$ cat src/rtl/music_pkg.sv
// Shared definitions for music_scheduler: track IDs, FSM state encoding,
// default track lengths and the scene/boss to BGM track mapping.
package music_pkg;

   localparam logic [2:0] TRK_START = 3'd0;
   localparam logic [2:0] TRK_GAME  = 3'd1;
   localparam logic [2:0] TRK_BOSS  = 3'd2;
   localparam logic [2:0] TRK_WIN   = 3'd3;
   localparam logic [2:0] TRK_LOSE  = 3'd4;
   localparam logic [2:0] TRK_SFX   = 3'd5;

   typedef enum logic [1:0] {
      ST_PLAY = 2'd0,
      ST_GAP  = 2'd1,
      ST_SFX  = 2'd2
   } state_e;

   localparam int DEF_LEN_START = 133;
   localparam int DEF_LEN_GAME  = 768;
   localparam int DEF_LEN_BOSS  = 352;
   localparam int DEF_LEN_WIN   = 297;
   localparam int DEF_LEN_LOSE  = 136;

   function automatic logic [2:0] target_track(input logic [1:0] scene, input logic boss);
      case (scene)
         2'b00:   target_track = TRK_START;
         2'b01:   target_track = boss ? TRK_BOSS : TRK_GAME;
         2'b10:   target_track = TRK_WIN;
         default: target_track = TRK_LOSE;
      endcase
   endfunction

endpackage

$ cat src/rtl/music_scheduler_if.sv
// Game-FSM side bundle of music_scheduler: scene/SFX requests in, note-ROM addressing out.
// With MUSIC_SCHED_PAUSE_EN defined the bundle also carries the pause input.
interface music_scheduler_if;
   import music_pkg::*;

   logic [1:0] scene;
   logic       boss;
   logic       sfx_req;
   logic [1:0] sfx_id;
`ifdef MUSIC_SCHED_PAUSE_EN
   logic       pause;
`endif
   logic [2:0] track;
   logic [9:0] ibeat;
   logic [1:0] sfx_sel;
   logic       sfx_active;
   logic       mute;
   logic       beat_tick;
   logic       track_done;

   modport master (
`ifdef MUSIC_SCHED_PAUSE_EN
      output pause,
`endif
      output scene, boss, sfx_req, sfx_id,
      input  track, ibeat, sfx_sel, sfx_active, mute, beat_tick, track_done
   );

   modport slave (
`ifdef MUSIC_SCHED_PAUSE_EN
      input  pause,
`endif
      input  scene, boss, sfx_req, sfx_id,
      output track, ibeat, sfx_sel, sfx_active, mute, beat_tick, track_done
   );

endinterface

$ cat src/rtl/beat_divider.sv
// Free-running beat divider: counts 0..CLK_DIV-1 and flags the last count as the beat tick.
// freeze holds the count and suppresses the tick so timing resumes exactly where it stopped.
module beat_divider #(
   parameter int CLK_DIV = 3125000
) (
   input  logic clk,
   input  logic reset,
   input  logic freeze,
   output logic beat_tick
);

   localparam int            CW   = $clog2(CLK_DIV);
   localparam logic [CW-1:0] LAST = CW'(CLK_DIV - 1);

   logic [CW-1:0] cnt_q, cnt_d;

   always_comb begin
      cnt_d = cnt_q;
      if (!freeze) begin
         cnt_d = (cnt_q == LAST) ? '0 : cnt_q + 1'b1;
      end
   end

   always_ff @(posedge clk or negedge reset) begin
      if (!reset) cnt_q <= '0;
      else        cnt_q <= cnt_d;
   end

   assign beat_tick = (cnt_q == LAST) && !freeze;

endmodule

$ cat src/rtl/music_scheduler.sv
// music_scheduler: shares the tone/note datapath between BGM tracks (with a silent gap on
// track change) and preempting SFX. Optional MUSIC_SCHED_PAUSE_EN adds a pause input.
//
// state   | meaning
// ST_PLAY | BGM owns the datapath; muted only once a one-shot track has finished
// ST_GAP  | silent gap after a BGM track change, counts GAP_BEATS beat ticks
// ST_SFX  | SFX owns the datapath (track 5); BGM beat parked in saved_q
module music_scheduler
   import music_pkg::*;
#(
   parameter int CLK_DIV   = 3125000,
   parameter int GAP_BEATS = 4,
   parameter int SFX_LEN   = 8,
   parameter int LEN_START = DEF_LEN_START,
   parameter int LEN_GAME  = DEF_LEN_GAME,
   parameter int LEN_BOSS  = DEF_LEN_BOSS,
   parameter int LEN_WIN   = DEF_LEN_WIN,
   parameter int LEN_LOSE  = DEF_LEN_LOSE
) (
   input logic              clk,
   input logic              reset,
   music_scheduler_if.slave bus
);

   localparam int            GW       = $clog2(GAP_BEATS + 1);
   localparam logic [GW-1:0] GAP_LAST = GW'(GAP_BEATS - 1);
   localparam logic [9:0]    SFX_LAST = 10'(SFX_LEN - 1);

   function automatic logic [9:0] last_beat(input logic [2:0] trk);
      case (trk)
         TRK_START: last_beat = 10'(LEN_START - 1);
         TRK_GAME:  last_beat = 10'(LEN_GAME - 1);
         TRK_BOSS:  last_beat = 10'(LEN_BOSS - 1);
         TRK_WIN:   last_beat = 10'(LEN_WIN - 1);
         default:   last_beat = 10'(LEN_LOSE - 1);
      endcase
   endfunction

   logic       freeze;
   logic       tick;
   logic [2:0] target;
   logic       one_shot;

`ifdef MUSIC_SCHED_PAUSE_EN
   assign freeze = bus.pause;
`else
   assign freeze = 1'b0;
`endif

   beat_divider #(.CLK_DIV(CLK_DIV)) u_beat_divider (
      .clk       (clk),
      .reset     (reset),
      .freeze    (freeze),
      .beat_tick (tick)
   );

   state_e        state_q, state_d;
   logic [2:0]    bgm_q, bgm_d;
   logic [2:0]    track_q, track_d;
   logic [9:0]    ibeat_q, ibeat_d;
   logic [9:0]    saved_q, saved_d;
   logic [GW-1:0] gap_q, gap_d;
   logic [1:0]    sel_q, sel_d;
   logic          fin_q, fin_d;
   logic          active_q, active_d;
   logic          mute_q, mute_d;
   logic          done_q, done_d;

   assign target   = target_track(bus.scene, bus.boss);
   assign one_shot = (bgm_q == TRK_WIN) || (bgm_q == TRK_LOSE);

   always_comb begin
      state_d  = state_q;
      bgm_d    = bgm_q;
      track_d  = track_q;
      ibeat_d  = ibeat_q;
      saved_d  = saved_q;
      gap_d    = gap_q;
      sel_d    = sel_q;
      fin_d    = fin_q;
      active_d = active_q;
      mute_d   = mute_q;
      done_d   = 1'b0;

      // While frozen everything holds; a pending target change is picked up on release.
      if (!freeze) begin
         case (state_q)
            ST_GAP: begin
               if (target != bgm_q) begin
                  bgm_d   = target;
                  track_d = target;
                  gap_d   = '0;
               end else if (tick) begin
                  if (gap_q == GAP_LAST) begin
                     state_d = ST_PLAY;
                     ibeat_d = '0;
                     mute_d  = 1'b0;
                     fin_d   = 1'b0;
                  end else begin
                     gap_d = gap_q + 1'b1;
                  end
               end
            end
            default: begin
               if (target != bgm_q) begin
                  state_d  = ST_GAP;
                  bgm_d    = target;
                  track_d  = target;
                  gap_d    = '0;
                  ibeat_d  = '0;
                  fin_d    = 1'b0;
                  mute_d   = 1'b1;
                  active_d = 1'b0;
               end else if (bus.sfx_req) begin
                  // A retrigger inside SFX must not overwrite the parked BGM beat.
                  if (state_q == ST_PLAY) saved_d = ibeat_q;
                  state_d  = ST_SFX;
                  sel_d    = bus.sfx_id;
                  ibeat_d  = '0;
                  track_d  = TRK_SFX;
                  active_d = 1'b1;
                  mute_d   = 1'b0;
               end else if (tick) begin
                  if (state_q == ST_SFX) begin
                     if (ibeat_q == SFX_LAST) begin
                        state_d  = ST_PLAY;
                        ibeat_d  = saved_q;
                        track_d  = bgm_q;
                        active_d = 1'b0;
                        mute_d   = fin_q;
                     end else begin
                        ibeat_d = ibeat_q + 1'b1;
                     end
                  end else if (!fin_q) begin
                     if (ibeat_q == last_beat(bgm_q)) begin
                        if (one_shot) begin
                           fin_d  = 1'b1;
                           mute_d = 1'b1;
                           done_d = 1'b1;
                        end else begin
                           ibeat_d = '0;
                        end
                     end else begin
                        ibeat_d = ibeat_q + 1'b1;
                     end
                  end
               end
            end
         endcase
      end
   end

   always_ff @(posedge clk or negedge reset) begin
      if (!reset) begin
         state_q  <= ST_PLAY;
         bgm_q    <= TRK_START;
         track_q  <= TRK_START;
         ibeat_q  <= '0;
         saved_q  <= '0;
         gap_q    <= '0;
         sel_q    <= '0;
         fin_q    <= 1'b0;
         active_q <= 1'b0;
         mute_q   <= 1'b0;
         done_q   <= 1'b0;
      end else begin
         state_q  <= state_d;
         bgm_q    <= bgm_d;
         track_q  <= track_d;
         ibeat_q  <= ibeat_d;
         saved_q  <= saved_d;
         gap_q    <= gap_d;
         sel_q    <= sel_d;
         fin_q    <= fin_d;
         active_q <= active_d;
         mute_q   <= mute_d;
         done_q   <= done_d;
      end
   end

   assign bus.track      = track_q;
   assign bus.ibeat      = ibeat_q;
   assign bus.sfx_sel    = sel_q;
   assign bus.sfx_active = active_q;
   assign bus.mute       = mute_q | freeze;
   assign bus.beat_tick  = tick;
   assign bus.track_done = done_q;

endmodule

$ cat src/flat_wrapper.sv
// flat-port wrapper written by rule: the top's interface ports become plain ports
module music_scheduler_flat import music_pkg::*;
#(
   parameter int CLK_DIV   = 3125000,
   parameter int GAP_BEATS = 4,
   parameter int SFX_LEN   = 8,
   parameter int LEN_START = DEF_LEN_START,
   parameter int LEN_GAME  = DEF_LEN_GAME,
   parameter int LEN_BOSS  = DEF_LEN_BOSS,
   parameter int LEN_WIN   = DEF_LEN_WIN,
   parameter int LEN_LOSE  = DEF_LEN_LOSE
)
  (clk, reset, bus_scene, bus_boss, bus_sfx_req, bus_sfx_id, bus_track, bus_ibeat, bus_sfx_sel, bus_sfx_active, bus_mute, bus_beat_tick, bus_track_done);
  music_scheduler_if bus_i ();
  input logic clk;
  input logic reset;
  input wire logic [$bits(bus_i.scene)-1:0] bus_scene;
  input wire logic [$bits(bus_i.boss)-1:0] bus_boss;
  input wire logic [$bits(bus_i.sfx_req)-1:0] bus_sfx_req;
  input wire logic [$bits(bus_i.sfx_id)-1:0] bus_sfx_id;
  output wire logic [$bits(bus_i.track)-1:0] bus_track;
  output wire logic [$bits(bus_i.ibeat)-1:0] bus_ibeat;
  output wire logic [$bits(bus_i.sfx_sel)-1:0] bus_sfx_sel;
  output wire logic [$bits(bus_i.sfx_active)-1:0] bus_sfx_active;
  output wire logic [$bits(bus_i.mute)-1:0] bus_mute;
  output wire logic [$bits(bus_i.beat_tick)-1:0] bus_beat_tick;
  output wire logic [$bits(bus_i.track_done)-1:0] bus_track_done;
  assign bus_i.scene = bus_scene;
  assign bus_i.boss = bus_boss;
  assign bus_i.sfx_req = bus_sfx_req;
  assign bus_i.sfx_id = bus_sfx_id;
  assign bus_track = bus_i.track;
  assign bus_ibeat = bus_i.ibeat;
  assign bus_sfx_sel = bus_i.sfx_sel;
  assign bus_sfx_active = bus_i.sfx_active;
  assign bus_mute = bus_i.mute;
  assign bus_beat_tick = bus_i.beat_tick;
  assign bus_track_done = bus_i.track_done;
  music_scheduler #(.CLK_DIV(CLK_DIV), .GAP_BEATS(GAP_BEATS), .SFX_LEN(SFX_LEN), .LEN_START(LEN_START), .LEN_GAME(LEN_GAME), .LEN_BOSS(LEN_BOSS), .LEN_WIN(LEN_WIN), .LEN_LOSE(LEN_LOSE)) u_core (.clk(clk), .reset(reset), .bus(bus_i));
endmodule
$ cat config.mk
export PLATFORM = sky130hd
export DESIGN_NAME = music_scheduler_flat
export DESIGN_NICKNAME = d
export VERILOG_FILES = /design/src/rtl/music_pkg.sv /design/src/rtl/music_scheduler_if.sv /design/src/rtl/beat_divider.sv /design/src/rtl/music_scheduler.sv /design/src/flat_wrapper.sv
export SDC_FILE = /design/constraint.sdc
export NUM_CORES = 1
export LEC_CHECK = 0
export ABC_AREA = 1
export BUFFER_PORTS_ARGS = -buffer_cell sky130_fd_sc_hd__buf_4
export CORE_ASPECT_RATIO = 0.75
export CORE_MARGIN = 2
export CORE_UTILIZATION = 55
export DETAILED_ROUTE_END_ITERATION = 16
export PLACE_DENSITY_LB_ADDON = 0.1
export SLEW_MARGIN = 20
export SYNTH_ARGS = -nofsm -noshare
export SYNTH_HDL_FRONTEND = slang
export SYNTH_HIERARCHICAL = 1
export SYNTH_SLANG_ARGS = --single-unit
$ cat constraint.sdc
create_clock -name clk -period 6.1 [get_ports clk]
set_clock_uncertainty 0.2 [all_clocks]
set_input_delay 1.22 -clock clk [delete_from_list [all_inputs] [get_ports clk]]
set_output_delay 1.22 -clock clk [all_outputs]
set_load 0.005 [all_outputs]
# Word-level counts from Yosys, hierarchy flattened
# Index checks and enable logic that the tools add are counted.
# totals
ff_bits	59
out_inout_bits	19
word_cells	136
# op_classes
addsub	3
eq_ne	23
muxes	74
n_bitwise	2
n_reduce_logical	22
# ops
operator	count
$mux 10	18
$pmux 10 s4	1
$mux 3	12
$mux 1	31
$add 22x1->22 const B	1
$eq 22x22->1 const B	1
$mux 22	1
$mux 2	10
$reduce_and 6->1	3
$reduce_and 4->1	3
$add 10x1->10 const B	1
$eq 10x10->1	1
$eq 10x3->1 const B	1
$reduce_bool 5->1	2
$eq 3x2->1 const B	3
$pmux 3 s3	1
$reduce_bool 3->1	3
$reduce_and 8->1	1
$reduce_bool 4->1	2
$ne 2x2->1 const B	3
$ne 6x6->1 const B	1
$reduce_and 3->1	2
$ne 5x4->1 const B	1
$ne 5x5->1 const B	1
other kinds (14)	20

# Logic depth before layout (Yosys ltp)
# Gate-level depths: netlist (run 1).
# depth
ltp_word	16
mapped_depth	17

# By module
# Netlist (run 1), hierarchy kept.
# by_module_without_submodules
mod	n_inst	cells_per_inst	area_each_um2
music_scheduler	1	382	2557.5
beat_divider	1	214	1470.2

# Least setup slack after synthesis (run 1)
# Ideal clock, no wire load.
# synth_timing
kind	input-to-reg
startpoint	input port bus_boss
endpoint	register u_core.track_q[2], in the netlist u_core/bus.track[2]
setup_time_ps	116
arrival_time_ps	2338
required_ps	5784
path_slack_ps	3446
stages	12
path_cell_list	nand3b_1 -> nand2_1 -> nand2_1 -> nand2_1 -> nand3_2 -> inv_2 -> buf_4 -> o211ai_2 -> nand2_2 -> nand2_1 -> nand2_1 -> nand2_1
# synth_between
elab_chain_cells	5
# synth_lines
element	line_no	text
start: declaration	flat_wrapper.sv:18	input wire logic [$bits(bus_i.boss)-1:0] bus_boss;
$mux 2 (*)	music_pkg.sv:27	2'b01: target_track = boss ? TRK_BOSS : TRK_GAME;
$pmux 3 s3 (*)	music_pkg.sv:25	case (scene)
$ne 3x3->1 (*)	music_scheduler.sv:89, music_scheduler.sv:105	
$ne 2x1->1 (no line), or another cell as far along	-	
$reduce_and 4->1 (no line) / $mux 3 (equally long branches)	-	
end signal: assignment	music_scheduler.sv:169	track_q <= track_d;
end: declaration	music_scheduler.sv:59	logic [2:0] track_q, track_d;
# Every way passes the cells marked *; elsewhere a longest branch is shown, timed or not.
# A chain may end at the register's enable or synchronous reset.

# Worst setup path in the final report (run 1)
# layout_timing
startpoint	register u_core.u_beat_divider.cnt_q[0]
endpoint	output port bus_beat_tick
# layout_between
elab_chain_cells	1
# layout_lines
element	line_no	text
start: declaration	beat_divider.sv:15	logic [CW-1:0] cnt_q, cnt_d;
start signal: assignment	beat_divider.sv:26	else cnt_q <= cnt_d;
$eq 22x22->1	beat_divider.sv:29	assign beat_tick = (cnt_q == LAST) && !freeze;
end: declaration	flat_wrapper.sv:26	output wire logic [$bits(bus_i.beat_tick)-1:0] bus_beat_tick;
# Every way passes these cells.

==> reports/metrics.cfg, run 1 <==
[worst_setup_path]
critPathTopFamily=simple AND/OR/NAND/NOR gates
cp-start-kind=register
crit_chain=ha_1 -> nand2_1 -> nor2_1 -> nand2_1 -> nor2_2 -> nand3_2 -> inv_1 -> buf_4
critPathMaxFanout=12
slowest_delay_ns=0.42
path_buf_inv=2
crit_type=register to output port
cp-end-kind=output port
cpMostUsedCell=nand2_1
cp.arrival_ns=2.15
crit_slowest_cell=dfrtp_1
cp.required_ns=4.68

[floorplanning]
fp.dieW_um=103
die_area_sq_um=8030
coreArea_sq_um=6960
die-height_um=78.1
ios=27
initial_utilization_pct=57.9
rows=26

[clock_network]
post_cts_buffers=0
clk_latency_ns=0.34
cts_tree=done
holdBufCountCts=0
cts_resized=0
cts_root_buf=clkbuf_8
clock_path_buffers=2
cts_buffers=9
cts_sinks=59
clkSlewWorstSetupHoldPaths_ns=0.07
h-tree-depth=3

[pwr]
power_density_nw_per_um2=225
p_leak_nw=2.41
ir_drop_v=0.000149

[cells_and_area]
final_cell_count_no_fill=726
fill_cells=670
fin_nets=639
utilization_pct=64.6
drive_above_1_share_pct=12.9
antennaDiodeCount=0
syn2layout_area_growth_pct=11.6

[logic_synthesis]
async_flop_share_pct=100
synth_seq_area_share_pct=36.7
synth_edf_count=0
synth.cell_area_sq_um=4030
netlist_instances=596
synth_area_leaders=dfrtp_1, nand2_1, nand3_1
synthDistinctLibCells=35
yosysMostFrequentCell=nand2_1
ys_warn_count=6
avgSynthCellArea_sq_um=6.76
synth_ff_type=dfrtp_1
synthTopCellsByCount=nand2_1, inv_1, dfrtp_1, nor2_1, nand3_1
synth_top_area_share_pct=36.7
ys_ff_latch=59
synth_top_cell_by_area=dfrtp_1

[drt]
firstDrtPassIters=7
routedWlPerCell_um=14.0
wl_um=10100
drc=0
drt_iter0_markers=399
num_vias=3953
ant_nets=0
via_per_inst=5.44

[place]
io_buffer_count=26
gp_congestion=0.918
dp_cells=710
dp_hpwl_um=7430

[outcome]
status=finished clean

[timing]
finalHoldViolCount=0
tns_ns=0
rsz0062_at_grt=false
drv_slew=0
fin_hold_ws_ns=0.268
tightestPinTransition_ns=0.745
setup_violations=0
fin_crit_ns=3.57
slew_headroom_pct=50.3
finalCritPeriodShare_pct=58.6
clock.fmax_mhz=280

[grt]
grt_pass1_wl_um=16800
grt_usage_pct=26.7
grt_pass1_vias=3540
antenna_found_initial=0
grt_overflow_total=0
grt_max_degree=60

[min_path]
worstHoldPathType=register to register

[run]
cap_violations=0

[layout by cell type, fill, tap and decap left out, types with 3 or more instances in the layout]
| cell | netlist | layout |
|---|---|---|
| dfrtp_1 | 59 | 59 |
| buf_4 | 2 | 26 |
| conb_1 | 1 | 7 |
| o211ai_1 | 5 | 5 |
| nand2_1 | 186 | 186 |
| xor2_1 | 8 | 8 |
| nand3_1 | 58 | 58 |
| inv_2 | 5 | 5 |
| nand3_2 | 6 | 6 |
| o21ai_1 | 14 | 14 |
| nor2_4 | 5 | 5 |
| o21ai_0 | 14 | 14 |
| clkbuf_8 | 0 | 10 |
| nor3_1 | 7 | 7 |
| inv_1 | 75 | 75 |
| ha_1 | 8 | 8 |
| a21oi_1 | 22 | 22 |
| nand2_2 | 11 | 11 |
| nor2_1 | 59 | 59 |
| nor2_2 | 9 | 9 |
| nand4_1 | 15 | 15 |
| nand3b_1 | 3 | 3 |
[sequential cells by signal, summed over array words and instances (netlist names), 2 cells and up]
signal and cells:
u_core/bus.track 3, u_core/gap_q 3, u_core/u_beat_divider/cnt_q 22, u_core/bus.sfx_sel 2, u_core/state_q 2, u_core/saved_q 10, u_core/bus.ibeat 10, u_core/bgm_q 3
[worst paths after layout]
kind                                                                 start                                          end  slack [ns]  cells after the start
worst max-delay path            u_core/u_beat_divider/cnt_q[0]$_DFFE_PN0N_                                bus_beat_tick        2.53                      8
worst min-delay path                              u_core/fin_q$_DFFE_PN0P_              u_core/bus.track_done$_DFF_PN0_        0.27                      1
max in group asynchronous                                            reset  u_core/u_beat_divider/cnt_q[19]$_DFFE_PN0N_        4.47                      1
worst min register to register                    u_core/fin_q$_DFFE_PN0P_              u_core/bus.track_done$_DFF_PN0_        0.27                      1
worst max register to register  u_core/u_beat_divider/cnt_q[0]$_DFFE_PN0N_              u_core/bus.ibeat[6]$_DFFE_PN0P_        3.21                     15
min in group asynchronous                                            reset  u_core/u_beat_divider/cnt_q[14]$_DFFE_PN0N_        0.74                      1
[stage by stage]
step	power (mW)	setup WS [ns]	cell area [sq um]
after CTS	1.02	2.52	4500
final	1.01	2.53	4500
after global placement	0.605	2.83	4280
after global routing	1.06	2.35	4500
after floorplan	0.563	3.45	4050
after detailed placement	0.610	2.73	4280
[logic make-up (layout without fill, tap and decap cells)]
family	count (synthesis)	after routing	share of synthesized area, %
fa+ha+maj	8	8	2.49
compound gates	59	59	8.20
other cells	1	7	0.0931
xor+xnor	9	9	1.96
flops	59	59	36.7
buf+inv	97	123	9.82
simple gates	363	363	40.8
[where the power goes]
group	internal [mW]	switching, mW
combinational	0.0501	0.106
clock	0.242	0.161
sequential	0.417	0.0349
[metal layers]
metal	GRT usage (%)	wire length (um)	part of all wire (%)
met1	40.4	4930	49
met2	39.2	4290	42
met3	5.70	785	7.8
met4	5.79	122	1.2
met5	0	0	0
[layout make-up]
cell class	count	area (sq um)	area share, %
Multi-Input combinational cell	446	2180	48.5
Timing Repair Buffer	26	195	4.34
Sequential cell	59	1480	32.8
Tap cell	98	123	2.73
Inverter	81	304	6.76
Clock inverter	4	73.8	1.64
Clock buffer	12	145	3.23
[worst register-to-register path, stage by stage (launching register included)]
cell and delay, ns:
dfrtp_1 0.42, ha_1 0.30, nand2_1 0.08, nor2_1 0.10, nand2_1 0.09, nor2_2 0.10
nand3_2 0.27, inv_1 0.30, nand2_1 0.09, inv_1 0.06, nand4_1 0.12, nand2_1 0.10
nand2_1 0.14, a21oi_4 0.28, nand2_1 0.11, nand2_1 0.08
No activity file was read; power rests on OpenSTA's default activity.
==> run 2, diff against run 1 <==
Clock period 6.1 ns to 3.5 ns, I/O delays scaled along.
==> reports/metrics.cfg, run 2 (synthesized netlist as in run 1, its figures left out) <==
[grt]
busiest_layer=met1
grt_max_degree=60
grt_overflow_total=0
grtUsageMet1_pct=40.6
grt_util_met2_pct=39.9
antenna_found_initial=0
grtUsageMet3_pct=7.57
grt_pass1_wl_um=17300
grt_usage_pct=27.6
grt_pass1_vias=3616

[cells_and_area]
largest_reg_flops=22
final_cell_count_no_fill=727
syn2layout_area_growth_pct=12.4
antennaDiodeCount=0
fin_nets=640
drive_above_1_share_pct=13.2
largest-register=u_core/u_beat_divider/cnt_q
mostFrequentLayoutCell=nand2_1
final_cell_mix=nand2_1, inv_1, nor2_1, dfrtp_1, nand3_1
fill_cells=673

[worst_setup_path]
slowest_delay_ns=0.41
cp.arrival_ns=2.08
critPathMaxFanout=12
crit_chain=ha_1 -> nand2_1 -> nor2_1 -> nand2_1 -> nor2_2 -> nand3_2 -> inv_1 -> buf_4
crit_slowest_cell=dfrtp_1
cp.required_ns=2.60
cpMostUsedCell=nand2_1
reg2regPathDepth=15
cp-end-kind=output port
crit_type=register to output port
cp-start-kind=register

[place]
dp_cells=711
dp_hpwl_um=7590
io_buffer_count=26
gp_congestion=0.935
pre_cts_ws_ns=0.653

[timing]
slew_headroom_pct=49.4
finalHoldViolCount=0
clock.fmax_mhz=335
drv_slew=0
postLayoutSetupSlackWorst_ns=0.516
finalCritPeriodShare_pct=85.3
tns_ns=0
fin_crit_ns=2.98
tightestPinTransition_ns=0.757
setup_violations=0
rsz0062_at_grt=false

[clock_network]
clkSlewWorstSetupHoldPaths_ns=0.07
cts_tree=done
post_cts_buffers=0
clk_latency_ns=0.35
cts_root_buf=clkbuf_8
clock_path_buffers=2
cts_sinks=59
holdBufCountCts=0
h-tree-depth=3
cts_resized=0
cts_buffers=9

[floorplanning]
die-height_um=78.1
die_area_sq_um=8030
fp.dieW_um=103
rows=26
initial_utilization_pct=57.9
coreArea_sq_um=6960
ios=27

[pwr]
p_leak_nw=2.42
ir_drop_v=0.000235
power_density_nw_per_um2=403
finalPower_mw=1.83

[drt]
via_per_inst=5.38
ant_nets=0
num_vias=3913
drc=0
routedWlPerCell_um=13.9
wl_um=10100
firstDrtPassIters=5
drt_iter0_markers=364

[min_path]
worstHoldPathType=input port to asynchronous set/reset pin

[run]
cap_violations=0

[outcome]
status=finished clean

-- run 2: cell types whose count changed in the layout (fill, tap and decap cells not counted), sizes merged --
cell,change
clkbuf,-1
bufinv,+1
buf,+1
-- run 2: final timing paths --
check	endpoint	startpoint	slack, ns
worst max-delay path	bus_beat_tick	u_core/u_beat_divider/cnt_q[0]$_DFFE_PN0N_	0.52
min in group clk	u_core/bus.sfx_sel[0]$_DFFE_PN0P_	u_core/bus.sfx_sel[0]$_DFFE_PN0P_	0.28
max in group asynchronous	u_core/bus.track[2]$_DFFE_PN0P_	reset	2.38
worst min register to register	u_core/bus.sfx_sel[0]$_DFFE_PN0P_	u_core/bus.sfx_sel[0]$_DFFE_PN0P_	0.28
worst max register to register	u_core/bus.ibeat[3]$_DFFE_PN0P_	u_core/u_beat_divider/cnt_q[0]$_DFFE_PN0N_	0.68
worst min-delay path	u_core/u_beat_divider/cnt_q[9]$_DFFE_PN0N_	reset	0.22
-- run 2: stage by stage --
step | utilization, % | area, sq um | hold WS (ns)
floorplan | - | 4050 | 0.204
global route | 65.0 | 4530 | 0.279
detailed placement | 61.5 | 4280 | 0.264
finish | 65.0 | 4530 | 0.219
CTS | 65.0 | 4530 | 0.254
global placement | 61.5 | 4280 | 0.259
-- run 2: cell type report --
| class | instances | area, sq um | area share, % |
|---|---|---|---|
| well taps | 98 | 123 | 2.71 |
| clock inverters | 5 | 100 | 2.21 |
| clock buffers | 11 | 141 | 3.12 |
| flip-flops and latches | 59 | 1480 | 32.6 |
| multi-input cells | 446 | 2180 | 48.1 |
| inverters | 81 | 304 | 6.72 |
| repair buffers | 27 | 203 | 4.48 |
-- run 2: report_power, final --
part	internal [mW]	total, mW	switching, mW
sequential	0.727	0.789	0.0625
clock	0.490	0.772	0.282
combinational	0.0871	0.264	0.177
-- run 2: critical path: cells and delay by family (launching register included) --
kind | cells | cell delay, ns
AND/OR/NAND/NOR | 5 | 0.62
flip-flops | 1 | 0.41
buffers and inverters | 2 | 0.41
adder cells (fa/ha/maj) | 1 | 0.30
-- run 2: routing by layer --
metal	vias to the layer above	wire, um
li1	1942	-
met2	166	4230
met3	24	986
met1	1781	4760
met5	-	0
met4	0	144
==> run 3, diff against run 2 <==
Settings changed: BUFFER_PORTS_ARGS -buffer_cell sky130_fd_sc_hd__buf_4 to -buffer_cell sky130_fd_sc_hd__buf_2.
==> reports/metrics.cfg, run 3 (synthesized netlist as in run 1, its figures left out) <==
[cells_and_area]
fin_nets=642
drive_above_1_share_pct=13.4
mostFrequentLayoutCell=nand2_1
fill_cells=660
final_cell_count_no_fill=727
final_cell_mix=nand2_1, inv_1, nor2_1, dfrtp_1, nand3_1
antennaDiodeCount=0
largest-register=u_core/u_beat_divider/cnt_q
multi_input_area_sq_um=2180
syn2layout_area_growth_pct=9.26
largest_reg_flops=22
final-seq-area_sq_um=1480

[clock_network]
h-tree-depth=3
holdBufCountCts=0
clock_path_buffers=2
post_cts_buffers=0
clkSlewWorstSetupHoldPaths_ns=0.07
cts_root_buf=clkbuf_8
cts_tree=done
cts_sinks=59
cts_buffers=9
cts_resized=0
clk_latency_ns=0.35

[drt]
wl_um=10400
num_vias=3928
firstDrtPassIters=5
ant_nets=0
drt_iter0_markers=350
routedWlPerCell_um=14.4
via_per_inst=5.40
drc=0

[grt]
grt_pass1_wl_um=17400
grt_usage_pct=28.0
antenna_found_initial=0
grt_pass1_vias=3526
grt_max_degree=36
grt_overflow_total=0

[pwr]
ir_drop_v=0.000294
p_leak_nw=2.39
power_density_nw_per_um2=369
finalPower_mw=1.62

[timing]
tightestPinTransition_ns=0.838
finalHoldViolCount=0
finalCritPeriodShare_pct=84.0
rsz0062_at_grt=false
slew_headroom_pct=44.1
tns_ns=0
setup_violations=0
fin_crit_ns=2.94
drv_slew=0
clock.fmax_mhz=340

[floorplanning]
rows=26
coreArea_sq_um=6960
fp.dieW_um=103
die-height_um=78.1
initial_utilization_pct=57.9
die_area_sq_um=8030
ios=27

[worst_setup_path]
critPathMaxFanout=12
cpMostUsedCell=nand2_1
crit_chain=ha_1 -> nand2_1 -> nor2_1 -> nand2_1 -> nor2_2 -> nand3_2 -> inv_1 -> buf_2
cp.arrival_ns=2.04
cp-start-kind=register
crit_type=register to output port
crit_slowest_cell=dfrtp_1
cp-end-kind=output port
cp.required_ns=2.60
slowest_delay_ns=0.42

[place]
gp_congestion=0.944
dp_hpwl_um=7660
dp_cells=713
io_buffer_count=26

[min_path]
worstHoldPathType=input port to asynchronous set/reset pin

[outcome]
status=finished clean

[run]
cap_violations=0

-- run 3: report_power, final --
group | switching, mW | internal, mW
Clock | 0.282 | 0.284
Sequential | 0.0616 | 0.727
Combinational | 0.185 | 0.0847
Total | 0.528 | 1.10
-- run 3: worst paths after layout --
kind                                                            start                                           to  slack [ns]  cells after the start
setup / recovery           u_core/u_beat_divider/cnt_q[1]$_DFFE_PN0N_                                bus_beat_tick        0.56                      8
hold / removal                                                  reset  u_core/u_beat_divider/cnt_q[15]$_DFFE_PN0N_        0.25                      1
setup reg to reg           u_core/u_beat_divider/cnt_q[1]$_DFFE_PN0N_              u_core/bus.ibeat[0]$_DFFE_PN0P_        0.75                     15
hold reg to reg                              u_core/fin_q$_DFFE_PN0P_              u_core/bus.track_done$_DFF_PN0_        0.27                      1
max in group asynchronous                                       reset                u_core/saved_q[0]$_DFFE_PN0P_        2.11                      2
min in group clk                             u_core/fin_q$_DFFE_PN0P_              u_core/bus.track_done$_DFF_PN0_        0.27                      1
-- run 3: cell type report --
class                   count  area share, %
clock buffers              11           3.44
clock inverters             3          0.341
inverters                  81           6.91
multi-input cells         446           49.5
flip-flops and latches     59           33.6
well taps                  98           2.79
repair buffers             29           3.47
-- run 3: metal layers --
| metal | global-route usage (%) | vias up | part of all wire (%) |
|---|---|---|---|
| met1 | 42.9 | 1794 | 49 |
| met2 | 38.7 | 171 | 41 |
| met3 | 6.23 | 17 | 8.3 |
| met4 | 9.21 | 0 | 1.5 |
| met5 | 0 | - | 0 |
| li1 | - | 1946 | - |
-- run 3: worst max-delay path, delay by kind of cell, from the launching register on --
kind          cells  cell delay, ns
flops             1            0.42
simple gates      5            0.59
fa+ha+maj         1            0.28
buf+inv           2            0.40
-- run 3: stage by stage --
step	area (sq um)	hold slack, ns	util (%)	worst slack (ns)
final	4400	0.252	63.2	0.558
after global routing	4400	0.284	63.2	0.348
after CTS	4400	0.272	63.2	0.566
after detailed placement	4230	0.257	60.8	0.630
after global placement	4230	0.253	60.8	0.697
after floorplan	4050	0.204	-	1.25
